==> src/rtl/ssp_pkg.sv <==
// Shared types and constants for the SSP transmit/receive logic.
package ssp_pkg;

    // Default word width; also the number of data bits per frame.
    localparam int unsigned SSP_DATA_W   = 8;
    localparam int unsigned SSP_BITCNT_W = $clog2(SSP_DATA_W);

    typedef enum logic [1:0] {
        SSP_TX_IDLE  = 2'd0,
        SSP_TX_SYNC  = 2'd1,
        SSP_TX_SHIFT = 2'd2
    } ssp_tx_state_t;

    // Counter width able to hold 0..n-1, never narrower than one bit.
    function automatic int unsigned ssp_cnt_w(input int unsigned n);
        return (n > 1) ? $clog2(n) : 1;
    endfunction

endpackage

==> src/rtl/ssp_tx_logic_if.sv <==
// TxFIFO-to-serializer handshake: head-of-FIFO word, non-empty flag and pop pulse.
interface ssp_tx_logic_if
    import ssp_pkg::*;
#(
    parameter int unsigned DATA_W = SSP_DATA_W
) ();

    logic [DATA_W-1:0] TX_DATA;
    logic              TX_READY;
    logic              TX_READ;

    // FIFO side
    modport master (
        output TX_DATA,
        output TX_READY,
        input  TX_READ
    );

    // Serializer side
    modport slave (
        input  TX_DATA,
        input  TX_READY,
        output TX_READ
    );

endinterface

==> src/rtl/ssp_clk_div.sv <==
// Serial clock divider: SSPCLKOUT = PCLK / (2*HALF_DIV), plus one-cycle
// strobes on the PCLK cycle before each SSPCLKOUT edge.
module ssp_clk_div
    import ssp_pkg::*;
#(
    parameter int unsigned HALF_DIV = 1
) (
    input  logic PCLK,
    input  logic CLEAR_B,
    output logic SSPCLKOUT,
    output logic rise_tick,
    output logic fall_tick
);

    localparam int unsigned    CNT_W   = ssp_cnt_w(HALF_DIV);
    localparam logic [CNT_W-1:0] CNT_MAX = CNT_W'(HALF_DIV - 1);

    logic [CNT_W-1:0] div_cnt_q, div_cnt_d;
    logic             clk_q;
    logic             toggle;

    // Half-period counter; toggle marks the last cycle of each half period
    always_comb begin
        toggle    = (div_cnt_q == CNT_MAX);
        div_cnt_d = toggle ? '0 : div_cnt_q + CNT_W'(1);
    end

    // Counter and serial clock registers
    always_ff @(posedge PCLK or posedge CLEAR_B) begin
        if (CLEAR_B) begin
            div_cnt_q <= '0;
            clk_q     <= 1'b0;
        end else begin
            div_cnt_q <= div_cnt_d;
            if (toggle) begin
                clk_q <= ~clk_q;
            end
        end
    end

    assign SSPCLKOUT = clk_q;
    // Strobes are combinational so state clocked on them lands with the SSPCLKOUT edge
    assign rise_tick = toggle & ~clk_q;
    assign fall_tick = toggle & clk_q;

endmodule

==> src/rtl/ssp_tx_logic.sv <==
// SSP transmit serializer: pops words from the TxFIFO and sends frames of
// one frame-sync period followed by DATA_W data bits.
// Build option: define SSP_TX_LSB_FIRST_EN to send bits LSB first
// (default is MSB first); frame timing does not change.
module ssp_tx_logic
    import ssp_pkg::*;
#(
    parameter int unsigned DATA_W   = SSP_DATA_W,
    parameter int unsigned HALF_DIV = 1
) (
    input  logic           PCLK,
    input  logic           CLEAR_B,
    ssp_tx_logic_if.slave  fifo,
    output logic           SSPCLKOUT,
    output logic           SSPFSSOUT,
    output logic           SSPTXD,
    output logic           SSPOE_B
);

    // Package width is reused for the default build; other widths derive their own.
    localparam int unsigned BITCNT_W =
        (DATA_W == SSP_DATA_W) ? SSP_BITCNT_W : ssp_cnt_w(DATA_W);

    localparam logic [1:0] IDLE  = SSP_TX_IDLE;
    localparam logic [1:0] SYNC  = SSP_TX_SYNC;
    localparam logic [1:0] SHIFT = SSP_TX_SHIFT;

`ifdef SSP_TX_LSB_FIRST_EN
    localparam int unsigned FIRST_BIT = 0;
    localparam int unsigned NEXT_BIT  = 1;

    function automatic logic [DATA_W-1:0] shift_out(input logic [DATA_W-1:0] v);
        return v >> 1;
    endfunction
`else
    localparam int unsigned FIRST_BIT = DATA_W - 1;
    localparam int unsigned NEXT_BIT  = DATA_W - 2;

    function automatic logic [DATA_W-1:0] shift_out(input logic [DATA_W-1:0] v);
        return v << 1;
    endfunction
`endif

    logic                rise_tick;
    logic                fall_tick_unused;

    logic [1:0]          state_q, state_d;
    logic [DATA_W-1:0]   shreg_q, shreg_d;
    logic [BITCNT_W-1:0] bitcnt_q, bitcnt_d;
    logic                fss_q, fss_d;
    logic                txd_q, txd_d;
    logic                oe_b_q, oe_b_d;
    logic                read_q, read_d;
    logic                load;

    ssp_clk_div #(
        .HALF_DIV (HALF_DIV)
    ) u_clk_div (
        .PCLK      (PCLK),
        .CLEAR_B   (CLEAR_B),
        .SSPCLKOUT (SSPCLKOUT),
        .rise_tick (rise_tick),
        .fall_tick (fall_tick_unused)
    );

    // Frame sequencer; advances only on the cycle before SSPCLKOUT rises
    always_comb begin
        state_d  = state_q;
        shreg_d  = shreg_q;
        bitcnt_d = bitcnt_q;
        fss_d    = fss_q;
        txd_d    = txd_q;
        oe_b_d   = oe_b_q;
        read_d   = 1'b0;
        load     = 1'b0;

        case (state_q)
            IDLE: begin
                if (rise_tick && fifo.TX_READY) begin
                    load = 1'b1;
                end
            end
            SYNC: begin
                if (rise_tick) begin
                    fss_d    = 1'b0;
                    txd_d    = shreg_q[FIRST_BIT];
                    bitcnt_d = BITCNT_W'(DATA_W - 1);
                    state_d  = SHIFT;
                end
            end
            SHIFT: begin
                if (rise_tick) begin
                    if (bitcnt_q != '0) begin
                        shreg_d  = shift_out(shreg_q);
                        txd_d    = shreg_q[NEXT_BIT];
                        bitcnt_d = bitcnt_q - BITCNT_W'(1);
                    end else if (fifo.TX_READY) begin
                        // Chain straight into the next frame with no idle gap
                        load = 1'b1;
                    end else begin
                        state_d = IDLE;
                        oe_b_d  = 1'b1;
                        txd_d   = 1'b0;
                        fss_d   = 1'b0;
                    end
                end
            end
            default: begin
                state_d = IDLE;
                oe_b_d  = 1'b1;
                txd_d   = 1'b0;
                fss_d   = 1'b0;
            end
        endcase

        // Pop and capture happen on the same edge; TX_READ is high the following cycle
        if (load) begin
            shreg_d = fifo.TX_DATA;
            read_d  = 1'b1;
            fss_d   = 1'b1;
            oe_b_d  = 1'b0;
            txd_d   = 1'b0;
            state_d = SYNC;
        end
    end

    // State and output registers; reset drops any word already popped
    always_ff @(posedge PCLK or posedge CLEAR_B) begin
        if (CLEAR_B) begin
            state_q  <= IDLE;
            shreg_q  <= '0;
            bitcnt_q <= '0;
            fss_q    <= 1'b0;
            txd_q    <= 1'b0;
            oe_b_q   <= 1'b1;
            read_q   <= 1'b0;
        end else begin
            state_q  <= state_d;
            shreg_q  <= shreg_d;
            bitcnt_q <= bitcnt_d;
            fss_q    <= fss_d;
            txd_q    <= txd_d;
            oe_b_q   <= oe_b_d;
            read_q   <= read_d;
        end
    end

    assign SSPFSSOUT    = fss_q;
    assign SSPTXD       = txd_q;
    assign SSPOE_B      = oe_b_q;
    assign fifo.TX_READ = read_q;

endmodule

==> src/flat_wrapper.sv <==
// flat-port wrapper written by rule: the top's interface ports become plain ports
module ssp_tx_logic_flat import ssp_pkg::*;
#(
    parameter int unsigned DATA_W   = SSP_DATA_W,
    parameter int unsigned HALF_DIV = 1
)
  (PCLK, CLEAR_B, SSPCLKOUT, SSPFSSOUT, SSPTXD, SSPOE_B, fifo_TX_DATA, fifo_TX_READY, fifo_TX_READ);
  ssp_tx_logic_if #(.DATA_W(DATA_W)) fifo_i ();
  input  logic PCLK;
  input  logic CLEAR_B;
  output logic SSPCLKOUT;
  output logic SSPFSSOUT;
  output logic SSPTXD;
  output logic SSPOE_B;
  input wire logic [$bits(fifo_i.TX_DATA)-1:0] fifo_TX_DATA;
  input wire logic [$bits(fifo_i.TX_READY)-1:0] fifo_TX_READY;
  output wire logic [$bits(fifo_i.TX_READ)-1:0] fifo_TX_READ;
  assign fifo_i.TX_DATA = fifo_TX_DATA;
  assign fifo_i.TX_READY = fifo_TX_READY;
  assign fifo_TX_READ = fifo_i.TX_READ;
  ssp_tx_logic #(.DATA_W(DATA_W), .HALF_DIV(HALF_DIV)) u_core (.PCLK(PCLK), .CLEAR_B(CLEAR_B), .fifo(fifo_i), .SSPCLKOUT(SSPCLKOUT), .SSPFSSOUT(SSPFSSOUT), .SSPTXD(SSPTXD), .SSPOE_B(SSPOE_B));
endmodule
==> config.mk <==
export PLATFORM = sky130hd
export DESIGN_NAME = ssp_tx_logic_flat
export DESIGN_NICKNAME = d
export VERILOG_FILES = /design/src/rtl/ssp_pkg.sv /design/src/rtl/ssp_tx_logic_if.sv /design/src/rtl/ssp_clk_div.sv /design/src/rtl/ssp_tx_logic.sv /design/src/flat_wrapper.sv
export SDC_FILE = /design/constraint.sdc
export NUM_CORES = 1
export LEC_CHECK = 0
export CAP_MARGIN = 20
export CORE_MARGIN = 2
export CORE_UTILIZATION = 40
export CTS_BUF_LIST = sky130_fd_sc_hd__clkbuf_8
export CTS_CLUSTER_SIZE = 14
export DETAILED_ROUTE_END_ITERATION = 8
export HOLD_SLACK_MARGIN = 0.02
export PLACE_DENSITY_LB_ADDON = 0.2
export SETUP_SLACK_MARGIN = 0.5
export SYNTH_ARGS = -nofsm -noshare
export SYNTH_HDL_FRONTEND = slang
export SYNTH_SLANG_ARGS = --single-unit
==> constraint.sdc <==
create_clock -name PCLK -period 1.8 [get_ports PCLK]
set_clock_uncertainty 0.05 [all_clocks]
set_input_delay 0.54 -clock PCLK [delete_from_list [all_inputs] [get_ports PCLK]]
set_output_delay 0.54 -clock PCLK [all_outputs]
set_load 0.005 [all_outputs]
# Word level (Yosys, flattened, before mapping)
# Cells that the tools add are included.
# W data, S select, Z words.
[totals] ff_bits=19 in_bits=11 elab_cells=76
[op_classes] n_addsub=2 eq_ne=12 muxes=37 bitwise_logic=3 n_reduce_logical=13
[ops] cell="$mux W8" n=4
[ops] cell="$mux W1" n=19
[ops] cell="$reduce_and A4 Y1" n=3
[ops] cell="$mux W2" n=5
[ops] cell="$ne A2 B1 Y1 const B" n=5
[ops] cell="$mux W3" n=3
[ops] cell="$reduce_bool A2 Y1" n=4
[ops] cell="$ne A3 B1 Y1 const B" n=2
[ops] cell="$ne A3 B2 Y1 const B" n=2
[ops] cell="$pmux W1 S3" n=2
[ops] cell="$pmux W2 S3" n=1
[ops] cell="$pmux W3 S2" n=1
[ops] cell="$reduce_and A5 Y1" n=1
[ops] cell="$ne A4 B2 Y1 const B" n=1
[ops] cell="$pmux W1 S2" n=2
[ops] cell="$reduce_and A3 Y1" n=1
[ops] cell="$reduce_bool A3 Y1" n=1
[ops] cell="$sub A3 B1 Y3 const B" n=1
[ops] cell="$eq A2 B1 Y1 const B" n=1
[ops] cell="$eq A2 B2 Y1 const B" n=1
[ops] cell="$logic_not A2 Y1" n=1
[ops] cell="$not A1 Y1" n=2
[ops] cell="$reduce_or A2 Y1" n=1
[ops] cell="$add A1 B1 Y1 const B" n=1
[ops] cell="2 further kinds" n=2

# Longest topological paths before layout
# Gate-level depths: netlist of the first run.
[depth] depth_word=7 mapped_depth=8

# Hierarchy
# From an unflattened synthesis of the first run, not the netlist that was laid out.
[unflattened] cells_unflattened=100 hier_area_um2=913.4
[by_module_without_submodules] mod="ssp_tx_logic" instances=1 cells_per_inst=96 area_each_um2=873.3
[by_module_without_submodules] mod="ssp_clk_div" instances=1 cells_per_inst=4 area_each_um2=40.0

# Worst setup path before layout of the first run
# No wires, ideal clock.
[synth_timing] path_type="reg2reg" from="register u_core.bitcnt_q[0]" to="register u_core.shreg_q[6]" setup_time_ns=0.126 arrival_time_ns=1.543 required_ns=1.624 setup_slack_ns=0.081 path_stages_with_launch=9 n_path_buf=2 synth_period_minus_slack_ns=1.719 cell_sequence="dfrtp_1 > inv_1 > ha_1 > nand2b_4 > buf_6 > and3_4 > buf_6 > and3_1 > a221o_1"
[synth_between] elab_chain_cells=6 elab_cells_between_ends=9
[synth_rtl] element="start: declaration" line_no="ssp_tx_logic.sv:49" source="logic [BITCNT_W-1:0] bitcnt_q, bitcnt_d;"
[synth_rtl] element="start signal: assignment" line_no="ssp_tx_logic.sv:140" source="bitcnt_q <= bitcnt_d;"
[synth_rtl] element="$reduce_bool A3 Y1 *" line_no="ssp_tx_logic.sv:93" source="if (bitcnt_q != '0) begin"
[synth_rtl] element="$mux W1" line_no="ssp_tx_logic.sv:93"
[synth_rtl] element="$mux W1" line_no="ssp_tx_logic.sv:92" source="if (rise_tick) begin"
[synth_rtl] element="$pmux W1 S2" line_no="ssp_tx_logic.sv:77" source="case (state_q)"
[synth_rtl] element="$reduce_bool A2 Y1 (no source line)"
[synth_rtl] element="$reduce_and A3 Y1 (no source line)"
[synth_rtl] element="end signal: assignment" line_no="ssp_tx_logic.sv:139" source="shreg_q <= shreg_d;"
[synth_rtl] element="end: declaration" line_no="ssp_tx_logic.sv:48" source="logic [DATA_W-1:0] shreg_q, shreg_d;"
# Every way passes the cells marked *; elsewhere a longest branch is shown, timed or not.
# A chain may end at the register's enable or synchronous reset.

# Final worst setup path of the first run
[layout_timing] from="register u_core.state_q[0]" to="register u_core.shreg_q[6]"
[layout_between] elab_chain_cells=4 elab_cells_between_ends=8
[layout_rtl] element="start: declaration" line_no="ssp_tx_logic.sv:47" source="logic [1:0] state_q, state_d;"
[layout_rtl] element="start signal: assignment" line_no="ssp_tx_logic.sv:138" source="state_q <= state_d;"
[layout_rtl] element="$eq A2 B2 Y1 or $logic_not A2 Y1 (tied branches)" line_no="ssp_tx_logic.sv:77"
[layout_rtl] element="$pmux W1 S2" line_no="ssp_tx_logic.sv:77"
[layout_rtl] element="$reduce_bool A2 Y1 (no source line)"
[layout_rtl] element="$reduce_and A3 Y1 (no source line)"
# Parallel ways exist; a longest one is shown, timed or not.

==> impl_results.html, run 1 <==
<table>
<tr><th>Metric</th><th>Value</th></tr>
<tr><th colspan="2">Pwr</th></tr>
<tr><td>Cell area power density</td><td>1270 nW/um^2</td></tr>
<tr><td>Overall power after layout</td><td>1.66 mW</td></tr>
<tr><td>IR Drop Worst-Case VDD</td><td>825 uV</td></tr>
<tr><td>Static power due to leakage</td><td>between 0.5 and 0.6 nW</td></tr>
<tr><th colspan="2">Timing</th></tr>
<tr><td>RSZ-0062 raised after global routing</td><td>true</td></tr>
<tr><td>Slew at the pin with the worst max-slew slack</td><td>~0.33 ns</td></tr>
<tr><td>Finish-stage setup viols</td><td>0</td></tr>
<tr><td>Final hold violation count</td><td>0</td></tr>
<tr><td>Relative slew slack</td><td>0.781</td></tr>
<tr><td>Hold Slack</td><td>around 0.43 ns</td></tr>
<tr><td>Post-layout min period</td><td>roughly 1.6 ns</td></tr>
<tr><td>Max-slew violation count</td><td>0</td></tr>
<tr><td>Maximum clock frequency</td><td>around 620 MHz</td></tr>
<tr><td>Period utilization</td><td>0.898</td></tr>
<tr><th colspan="2">Worst setup path</th></tr>
<tr><td>Critical Path Slowest Stage Cell</td><td>dfrtp_1</td></tr>
<tr><td>Crit start category</td><td>flop</td></tr>
<tr><td>Type of the worst setup path</td><td>reg2reg</td></tr>
<tr><td>Crit-path cells</td><td>inv_2, ha_4, and3b_1, o21ai_4, inv_2, a221o_1</td></tr>
<tr><td>Most common cell on crit path</td><td>inv_2</td></tr>
<tr><td>Required time of the critical path</td><td>1.88 ns</td></tr>
<tr><td>Arrival time reported for the critical path endpoint</td><td>about 1.7 ns</td></tr>
<tr><td>Slowest cell delay on critical path</td><td>0.40 ns</td></tr>
<tr><td>CP Capture Type</td><td>flop</td></tr>
<tr><td>CP Max Fanout</td><td>5</td></tr>
<tr><th colspan="2">CTS</th></tr>
<tr><td>TritonCTS clock tree</td><td>done</td></tr>
<tr><td>Clock network latency to the later pin of the worst-skew pair</td><td>0.25 ns</td></tr>
<tr><td>CTS sink cnt</td><td>17</td></tr>
<tr><td>Maximum clock insertion buffer count</td><td>2</td></tr>
<tr><td>Clock-pin slew reported for the worst setup and hold paths after clock tree synthesis</td><td>roughly 0.060 ns</td></tr>
<tr><td>CTS root buf</td><td>clkbuf_8</td></tr>
<tr><td>TritonCTS buffer count</td><td>3</td></tr>
<tr><td>Count of H-tree levels built during CTS</td><td>1</td></tr>
<tr><th colspan="2">GRT</th></tr>
<tr><td>Layer carrying the most global-route usage</td><td>met2</td></tr>
<tr><td>Global-route wire length before repair</td><td>3350 um</td></tr>
<tr><td>Number of global-route vias before repair</td><td>approximately 710</td></tr>
<tr><td>Residual overflow from global routing</td><td>0</td></tr>
<tr><td>Met1 Resource Use GR</td><td>0.235</td></tr>
<tr><td>Initial antenna violation count</td><td>0</td></tr>
<tr><td>Met3 demand-to-capacity share in global routing</td><td>0.0259</td></tr>
<tr><td>Overall fraction of global-route tracks in use</td><td>0.168</td></tr>
<tr><td>Pin count of the biggest net entering global routing</td><td>13</td></tr>
<tr><td>Routing usage on met2</td><td>0.257</td></tr>
<tr><th colspan="2">Final layout</th></tr>
<tr><td>Area taken by flip-flops and latches</td><td>roughly 430 um^2</td></tr>
<tr><td>Area taken by multi-input logic gates</td><td>roughly 530 um^2</td></tr>
<tr><td>Antenna Diode Count</td><td>0</td></tr>
<tr><td>Commonest cells after routing, fill and taps aside</td><td>16 x dfrtp_1, 10 x nand2_1, 10 x buf_4</td></tr>
<tr><td>Finished Layout Cells</td><td>about 150</td></tr>
<tr><td>Layout cell share with drive strength beyond 1</td><td>0.331</td></tr>
<tr><td>Nets</td><td>138</td></tr>
<tr><td>Most common cell after layout, fill and taps aside</td><td>dfrtp_1</td></tr>
<tr><td>Layout Area Growth over Synthesis</td><td>41.2%</td></tr>
<tr><td>Filler Cells Inserted</td><td>197</td></tr>
<tr><th colspan="2">Yosys</th></tr>
<tr><td>EDFF count, synth</td><td>0</td></tr>
<tr><td>Post-synthesis cell area</td><td>roughly 920 um^2</td></tr>
<tr><td>Synth warnings</td><td>0</td></tr>
<tr><td>Synthesized area per cell</td><td>about 9.8 um^2</td></tr>
<tr><td>Synthesized netlist cell count</td><td>94</td></tr>
<tr><td>Fraction of synthesis flops using an asynchronous set or reset pin</td><td>1.00</td></tr>
<tr><td>Distinct cells, synth</td><td>31</td></tr>
<tr><td>Dominant synthesized flop cell</td><td>dfrtp_1</td></tr>
<tr><td>Synth Net Count</td><td>110</td></tr>
<tr><td>Flip-flop and latch count after synthesis</td><td>17</td></tr>
<tr><td>Sequential share of the synthesized area</td><td>0.462</td></tr>
<tr><th colspan="2">Route</th></tr>
<tr><td>Drt via density</td><td>~5.0</td></tr>
<tr><td>First-pass iteration count of the detailed router</td><td>4</td></tr>
<tr><td>Total vias in the final route</td><td>approximately 750</td></tr>
<tr><td>Wire length after detailed routing</td><td>1860 um</td></tr>
<tr><td>1st-iter DRT viols</td><td>10</td></tr>
<tr><td>Detail Route Antenna Nets</td><td>0</td></tr>
<tr><td>Number of remaining DRC errors</td><td>0</td></tr>
<tr><td>Average wire per standard cell</td><td>between 10 and 15 um</td></tr>
<tr><th colspan="2">Die</th></tr>
<tr><td>Die span in y</td><td>52.0 um</td></tr>
<tr><td>Std-Cell Core Area</td><td>2190 um^2</td></tr>
<tr><td>I/O pin total</td><td>16</td></tr>
<tr><td>Starting density of the core</td><td>0.421</td></tr>
<tr><td>Die Wd</td><td>~52 um</td></tr>
<tr><td>Die Footprint</td><td>between 2000 and 3000 um^2</td></tr>
<tr><td>Num rows</td><td>17</td></tr>
<tr><th colspan="2">Outcome</th></tr>
<tr><td>Outcome</td><td>completed</td></tr>
<tr><th colspan="2">Min path</th></tr>
<tr><td>Min-Delay Path Class</td><td>reg2reg</td></tr>
<tr><th colspan="2">Flow run</th></tr>
<tr><td>Max Cap Viol</td><td>0</td></tr>
<tr><th colspan="2">Placement</th></tr>
<tr><td>Placed cell count</td><td>between 100 and 150</td></tr>
<tr><td>RePlAce Congestion</td><td>approximately 0.78</td></tr>
<tr><td>Detailed placement HPWL</td><td>1370 um</td></tr>
<tr><td>Number of port buffers</td><td>15</td></tr>
</table>
-- sequential cells by signal, summed over array words and instances (netlist names) --
signal,flops
u_core.u_clk_div.SSPCLKOUT,1
u_core.state_q,2
u_core.SSPOE_B,1
u_core.SSPTXD,1
u_core.fifo.TX_READ,1
u_core.bitcnt_q,3
u_core.shreg_q,8
-- cell usage after synthesis, types with 2 or more instances --
| cell | instances | area share |
|---|---|---|
| dfrtp_1 | 16 | 0.43 |
| nand2_1 | 10 | 0.041 |
| o21ai_1 | 8 | 0.043 |
| inv_1 | 7 | 0.028 |
| a21oi_1 | 5 | 0.027 |
| ha_1 | 5 | 0.068 |
| mux2i_1 | 5 | 0.054 |
| nor2_1 | 5 | 0.020 |
| o21ai_0 | 4 | 0.022 |
| nand3_1 | 3 | 0.016 |
| a221o_1 | 2 | 0.022 |
| and3_1 | 2 | 0.014 |
| buf_6 | 2 | 0.024 |
| nand2b_1 | 2 | 0.014 |
| nor3_1 | 2 | 0.011 |
-- cells by family (layout without fill, tap and decap cells) --
family,count (synthesis),in the layout,share of synthesized area
compound gates,25,25,0.168
buf+inv,11,38,0.0623
mux,6,6,0.0664
fa+ha+maj,5,5,0.0678
flops,17,17,0.462
simple gates,30,30,0.173
-- final cells by class --
class / count / share of cell area
clock buffer: 3 / 0.0317
clock inverter: 1 / 0.00288
inverter: 7 / 0.0202
multi-input combinational: 66 / 0.408
sequential: 17 / 0.327
tap: 28 / 0.0269
timing repair buffer: 27 / 0.183
-- worst paths after layout --
path | start | end | slack [ns] | cells after the start
max reg2reg | u_core.state_q[0] | u_core.shreg_q[6] | 0.18 | 6
max in group asynchronous | CLEAR_B | u_core.shreg_q[1] | 0.85 | 3
min in group asynchronous | CLEAR_B | u_core.bitcnt_q[1] | 0.49 | 2
min | u_core.SSPTXD | u_core.SSPTXD | 0.43 | 2
max | u_core.state_q[0] | u_core.shreg_q[6] | 0.18 | 6
min reg2reg | u_core.SSPTXD | u_core.SSPTXD | 0.43 | 2
-- per-layer routing --
layer / wire length, um / vias to the layer above
met2: 886 / 13
met3: 69 / 2
met4: 8 / 0
met5: 0 / -
met1: 898 / 353
li1: - / 378
-- power by group --
part	switching [mW]	leakage [nW]	total, mW	internal (mW)
clock	0.122	0.0269	0.273	0.151
combinational	0.346	0.344	0.735	0.389
sequential	0.109	0.200	0.649	0.540
total	0.578	0.571	1.66	1.08
-- through the flow --
stage	util	area [um^2]	setup slack, ns	setup TNS [ns]
floorplan	-	961	0.213	0
global placement	0.544	1190	-0.130	-0.491
detailed placement	0.544	1190	-0.157	-0.641
CTS	0.585	1280	0.180	0
global route	0.595	1300	0.0915	0
finish	0.595	1300	0.184	0
-- worst max-delay path: cells and delay by family (launching register included) --
| kind | cells | cell delay [ns] |
|---|---|---|
| fa+ha+maj | 1 | 0.19 |
| simple gates | 1 | 0.19 |
| flops | 1 | 0.40 |
| buf+inv | 2 | 0.17 |
| compound gates | 2 | 0.50 |
-- what timing repair did --
| action | 4_1_cts | 5_1_grt |
|---|---|---|
| pin swaps | 3 | 2 |
| resized for setup | 23 | 7 |
| endpoints found under the setup margin | 20 | 21 |
| hold buffers | 0 | 0 |
| setup buffers | 3 | 2 |
Power figures use the tool's default switching activity.
==> inputs of run 2 (changes only) <==
Settings changed: ABC_AREA set to 1.
Clock period 1.8 ns to 1.35 ns, I/O delays scaled along.
==> run 2 against run 1 <==
  * The run now ends with setup timing left
  * First-iteration DRC count grew 130%
  * Critical path depth increased by 3
  * Die area fell by 0.12%
  * Cell count grew 21%
  * Hold slack got worse by 0.0039 ns
  * Synthesized cell count increased by 18%
  * Routed wire length is 27% higher
  * Power increased by 60%
  * Worst setup slack worse by 0.28 ns
  * Largest cell class unchanged
==> impl_results.html, run 2 <==
<table>
<tr><th>Metric</th><th>Value</th></tr>
<tr><th colspan="2">Flow run</th></tr>
<tr><td>Max Cap Viol</td><td>0</td></tr>
<tr><th colspan="2">Placement</th></tr>
<tr><td>Worst setup slack after placement</td><td>-0.292 ns</td></tr>
<tr><td>RePlAce Congestion</td><td>approximately 0.79</td></tr>
<tr><td>Number of port buffers</td><td>15</td></tr>
<tr><td>Detailed placement HPWL</td><td>between 1500 and 2000 um</td></tr>
<tr><th colspan="2">Yosys</th></tr>
<tr><td>Post-synthesis cell area</td><td>~920 um^2</td></tr>
<tr><td>Synth warnings</td><td>0</td></tr>
<tr><td>Fraction of synthesis flops using an asynchronous set or reset pin</td><td>1.00</td></tr>
<tr><td>Distinct cells, synth</td><td>20</td></tr>
<tr><td>Commonest cells in the netlist</td><td>30 x nand2_1, 21 x nand3_1, 16 x dfrtp_1</td></tr>
<tr><td>Synth area leaders</td><td>dfrtp_1 43%, nand2_1 12%, nand3_1 11%</td></tr>
<tr><td>Largest area contributor in the netlist</td><td>dfrtp_1</td></tr>
<tr><td>Synthesized area per cell</td><td>approximately 8.3 um^2</td></tr>
<tr><td>Synth Net Count</td><td>127</td></tr>
<tr><td>Dominant synthesized flop cell</td><td>dfrtp_1</td></tr>
<tr><td>EDFF count, synth</td><td>0</td></tr>
<tr><td>Most frequently used cell type in the post-synthesis netlist</td><td>nand2_1</td></tr>
<tr><td>Area share of the largest cell type after synthesis</td><td>0.434</td></tr>
<tr><td>Synthesized netlist cell count</td><td>111</td></tr>
<tr><td>Flip-flop and latch count after synthesis</td><td>17</td></tr>
<tr><td>Sequential share of the synthesized area</td><td>0.463</td></tr>
<tr><th colspan="2">Route</th></tr>
<tr><td>1st-iter DRT viols</td><td>23</td></tr>
<tr><td>Detail Route Antenna Nets</td><td>0</td></tr>
<tr><td>Total vias in the final route</td><td>about 900</td></tr>
<tr><td>First-pass iteration count of the detailed router</td><td>4</td></tr>
<tr><td>Wire length after detailed routing</td><td>roughly 2400 um</td></tr>
<tr><td>Drt via density</td><td>roughly 5.0</td></tr>
<tr><td>Average wire per standard cell</td><td>around 13 um</td></tr>
<tr><td>Number of remaining DRC errors</td><td>0</td></tr>
<tr><th colspan="2">Pwr</th></tr>
<tr><td>Cell area power density</td><td>between 1500 and 2000 nW/um^2</td></tr>
<tr><td>Static power due to leakage</td><td>~0.75 nW</td></tr>
<tr><td>Overall power after layout</td><td>2.66 mW</td></tr>
<tr><td>IR Drop Worst-Case VDD</td><td>about 900 uV</td></tr>
<tr><th colspan="2">Final layout</th></tr>
<tr><td>Layout cell share with drive strength beyond 1</td><td>0.487</td></tr>
<tr><td>Commonest cells after routing, fill and taps aside</td><td>19 x nand2_1, 17 x buf_4, 16 x dfrtp_1</td></tr>
<tr><td>Area taken by flip-flops and latches</td><td>427 um^2</td></tr>
<tr><td>Area taken by multi-input logic gates</td><td>between 600 and 700 um^2</td></tr>
<tr><td>Most common cell after layout, fill and taps aside</td><td>nand2_1</td></tr>
<tr><td>Antenna Diode Count</td><td>0</td></tr>
<tr><td>Post-layout util</td><td>0.693</td></tr>
<tr><td>Largest reg by FF count</td><td>u_core.shreg_q</td></tr>
<tr><td>Layout Area Growth over Synthesis</td><td>64.6%</td></tr>
<tr><td>Largest registers</td><td>u_core.shreg_q (8), u_core.bitcnt_q (3), u_core.state_q (2)</td></tr>
<tr><td>Filler Cells Inserted</td><td>177</td></tr>
<tr><td>Nets</td><td>approximately 170</td></tr>
<tr><td>Number of flip-flops in the largest register</td><td>8</td></tr>
<tr><th colspan="2">Die</th></tr>
<tr><td>Die span in y</td><td>about 52 um</td></tr>
<tr><td>Starting density of the core</td><td>0.421</td></tr>
<tr><td>Std-Cell Core Area</td><td>2190 um^2</td></tr>
<tr><td>Die Wd</td><td>between 50 and 60 um</td></tr>
<tr><td>I/O pin total</td><td>16</td></tr>
<tr><td>Num rows</td><td>17</td></tr>
<tr><td>Die Footprint</td><td>between 2000 and 3000 um^2</td></tr>
<tr><th colspan="2">Worst setup path</th></tr>
<tr><td>Depth of the worst register-to-register path</td><td>9</td></tr>
<tr><td>Critical Path Slowest Stage Cell</td><td>dfrtp_1</td></tr>
<tr><td>Worst Path Buf+Inv</td><td>3</td></tr>
<tr><td>Required time of the critical path</td><td>roughly 1.5 ns</td></tr>
<tr><td>Type of the worst setup path</td><td>reg2reg</td></tr>
<tr><td>Most common cell on crit path</td><td>nand2_4</td></tr>
<tr><td>Cell family with the largest share of critical-path delay</td><td>simple AND/OR/NAND/NOR gates</td></tr>
<tr><td>CP Max Fanout</td><td>6</td></tr>
<tr><td>Crit-path cells</td><td>buf_6, inv_4, ha_4, nand3_2, nand2_4, nand2_4, or2_1, nand2_1, inv_1</td></tr>
<tr><td>Reg-to-reg slack, setup</td><td>-0.10 ns</td></tr>
<tr><td>Arrival time reported for the critical path endpoint</td><td>approximately 1.6 ns</td></tr>
<tr><td>Crit start category</td><td>flop</td></tr>
<tr><td>Slowest cell delay on critical path</td><td>approximately 0.38 ns</td></tr>
<tr><td>Stages on the worst setup path</td><td>9</td></tr>
<tr><td>CP Capture Type</td><td>flop</td></tr>
<tr><th colspan="2">Timing</th></tr>
<tr><td>RSZ-0062 raised after global routing</td><td>true</td></tr>
<tr><td>Fin worst setup slack</td><td>-0.100 ns</td></tr>
<tr><td>Max-slew violation count</td><td>0</td></tr>
<tr><td>Relative slew slack</td><td>0.881</td></tr>
<tr><td>Slew at the pin with the worst max-slew slack</td><td>about 0.18 ns</td></tr>
<tr><td>Final hold violation count</td><td>0</td></tr>
<tr><td>Post-layout min period</td><td>1.45 ns</td></tr>
<tr><td>Period utilization</td><td>1.07</td></tr>
<tr><td>Maximum clock frequency</td><td>a little under 700 MHz</td></tr>
<tr><td>Finish-stage setup viols</td><td>15</td></tr>
<tr><th colspan="2">CTS</th></tr>
<tr><td>CTS sink cnt</td><td>17</td></tr>
<tr><td>TritonCTS buffer count</td><td>3</td></tr>
<tr><td>Count of H-tree levels built during CTS</td><td>1</td></tr>
<tr><td>CTS root buf</td><td>clkbuf_8</td></tr>
<tr><td>TritonCTS clock tree</td><td>done</td></tr>
<tr><td>Hold buffers post-CTS</td><td>0</td></tr>
<tr><td>Clock network latency to the later pin of the worst-skew pair</td><td>approximately 0.25 ns</td></tr>
<tr><td>Maximum clock insertion buffer count</td><td>2</td></tr>
<tr><td>Clock-pin slew reported for the worst setup and hold paths after clock tree synthesis</td><td>0.07 ns</td></tr>
<tr><th colspan="2">Min path</th></tr>
<tr><td>Min-Delay Path Class</td><td>in2async</td></tr>
<tr><th colspan="2">Outcome</th></tr>
<tr><td>Outcome</td><td>finished with violations</td></tr>
<tr><td>Failing checks</td><td>setup timing</td></tr>
<tr><th colspan="2">GRT</th></tr>
<tr><td>Residual overflow from global routing</td><td>0</td></tr>
<tr><td>Number of global-route vias before repair</td><td>~900</td></tr>
<tr><td>Global-route wire length before repair</td><td>4010 um</td></tr>
<tr><td>Initial antenna violation count</td><td>0</td></tr>
<tr><td>Pin count of the biggest net entering global routing</td><td>18</td></tr>
<tr><td>Overall fraction of global-route tracks in use</td><td>0.200</td></tr>
</table>
==> run 2: area by class of cell <==
cell class | count | area share
multi-input combinational | 79 | 0.401
tap | 28 | 0.0231
sequential | 17 | 0.281
clock inverter | 1 | 0.00330
clock buffer | 3 | 0.0272
inverter | 15 | 0.0420
timing repair buffer | 37 | 0.222
==> run 2: stage by stage <==
step | TNS [ns] | cells | instance area [um^2] | hold slack (ns)
after CTS | -0.903 | 180 | 1450 | 0.431
final | -1.05 | 180 | 1520 | 0.423
after global placement | -3.11 | 170 | 1300 | 0.447
after floorplan | 0 | 111 | 993 | 0.280
after global routing | -2.07 | 180 | 1520 | 0.430
after detailed placement | -3.64 | 170 | 1300 | 0.450
==> run 2: worst reg2reg max path, stage by stage (launching register included) <==
cell	delay [ns]
dfrtp_1	0.38
buf_6	0.12
inv_4	0.05
ha_4	0.13
nand3_2	0.10
nand2_4	0.10
nand2_4	0.08
or2_1	0.22
nand2_1	0.07
inv_1	0.03
==> run 2: metal layers <==
| metal | share of wire | up-vias | GRT usage |
|---|---|---|---|
| met5 | 0 | - | 0 |
| met4 | 0.0068 | 0 | 0.0658 |
| met3 | 0.033 | 2 | 0.0316 |
| met2 | 0.50 | 17 | 0.342 |
| met1 | 0.46 | 430 | 0.256 |
| li1 | - | 447 | - |
==> run 2: what timing repair did <==
item,in CTS,in global routing
pin swaps,13,3
gates resized for setup,39,14
setup endpoints to repair,21,22
cloned,2,0
setup buffers,4,0
==> run 2: path summary, 6_finish.rpt <==
kind | start | endpoint
max | u_core.state_q[0] | u_core.shreg_q[3]
min reg2reg | u_core.SSPOE_B | u_core.SSPOE_B
max reg2reg | u_core.state_q[0] | u_core.shreg_q[3]
max in group asynchronous | CLEAR_B | u_core.SSPOE_B
min in group PCLK | u_core.SSPOE_B | u_core.SSPOE_B
min | CLEAR_B | u_core.shreg_q[3]
==> run 2: logic make-up (layout without fill, tap and decap cells) <==
family / after synthesis / in the layout / synth area share
buf+inv: 17 / 56 / 0.0814
fa+ha+maj: 5 / 5 / 0.0678
compound gates: 4 / 4 / 0.0271
flops: 17 / 17 / 0.463
xor+xnor: 1 / 1 / 0.00950
simple gates: 67 / 69 / 0.351
==> run 2: report_power, final <==
part | total, mW | internal (mW) | switching (mW)
sequential | 0.906 | 0.739 | 0.168
clock | 0.386 | 0.205 | 0.181
combinational | 1.37 | 0.703 | 0.663
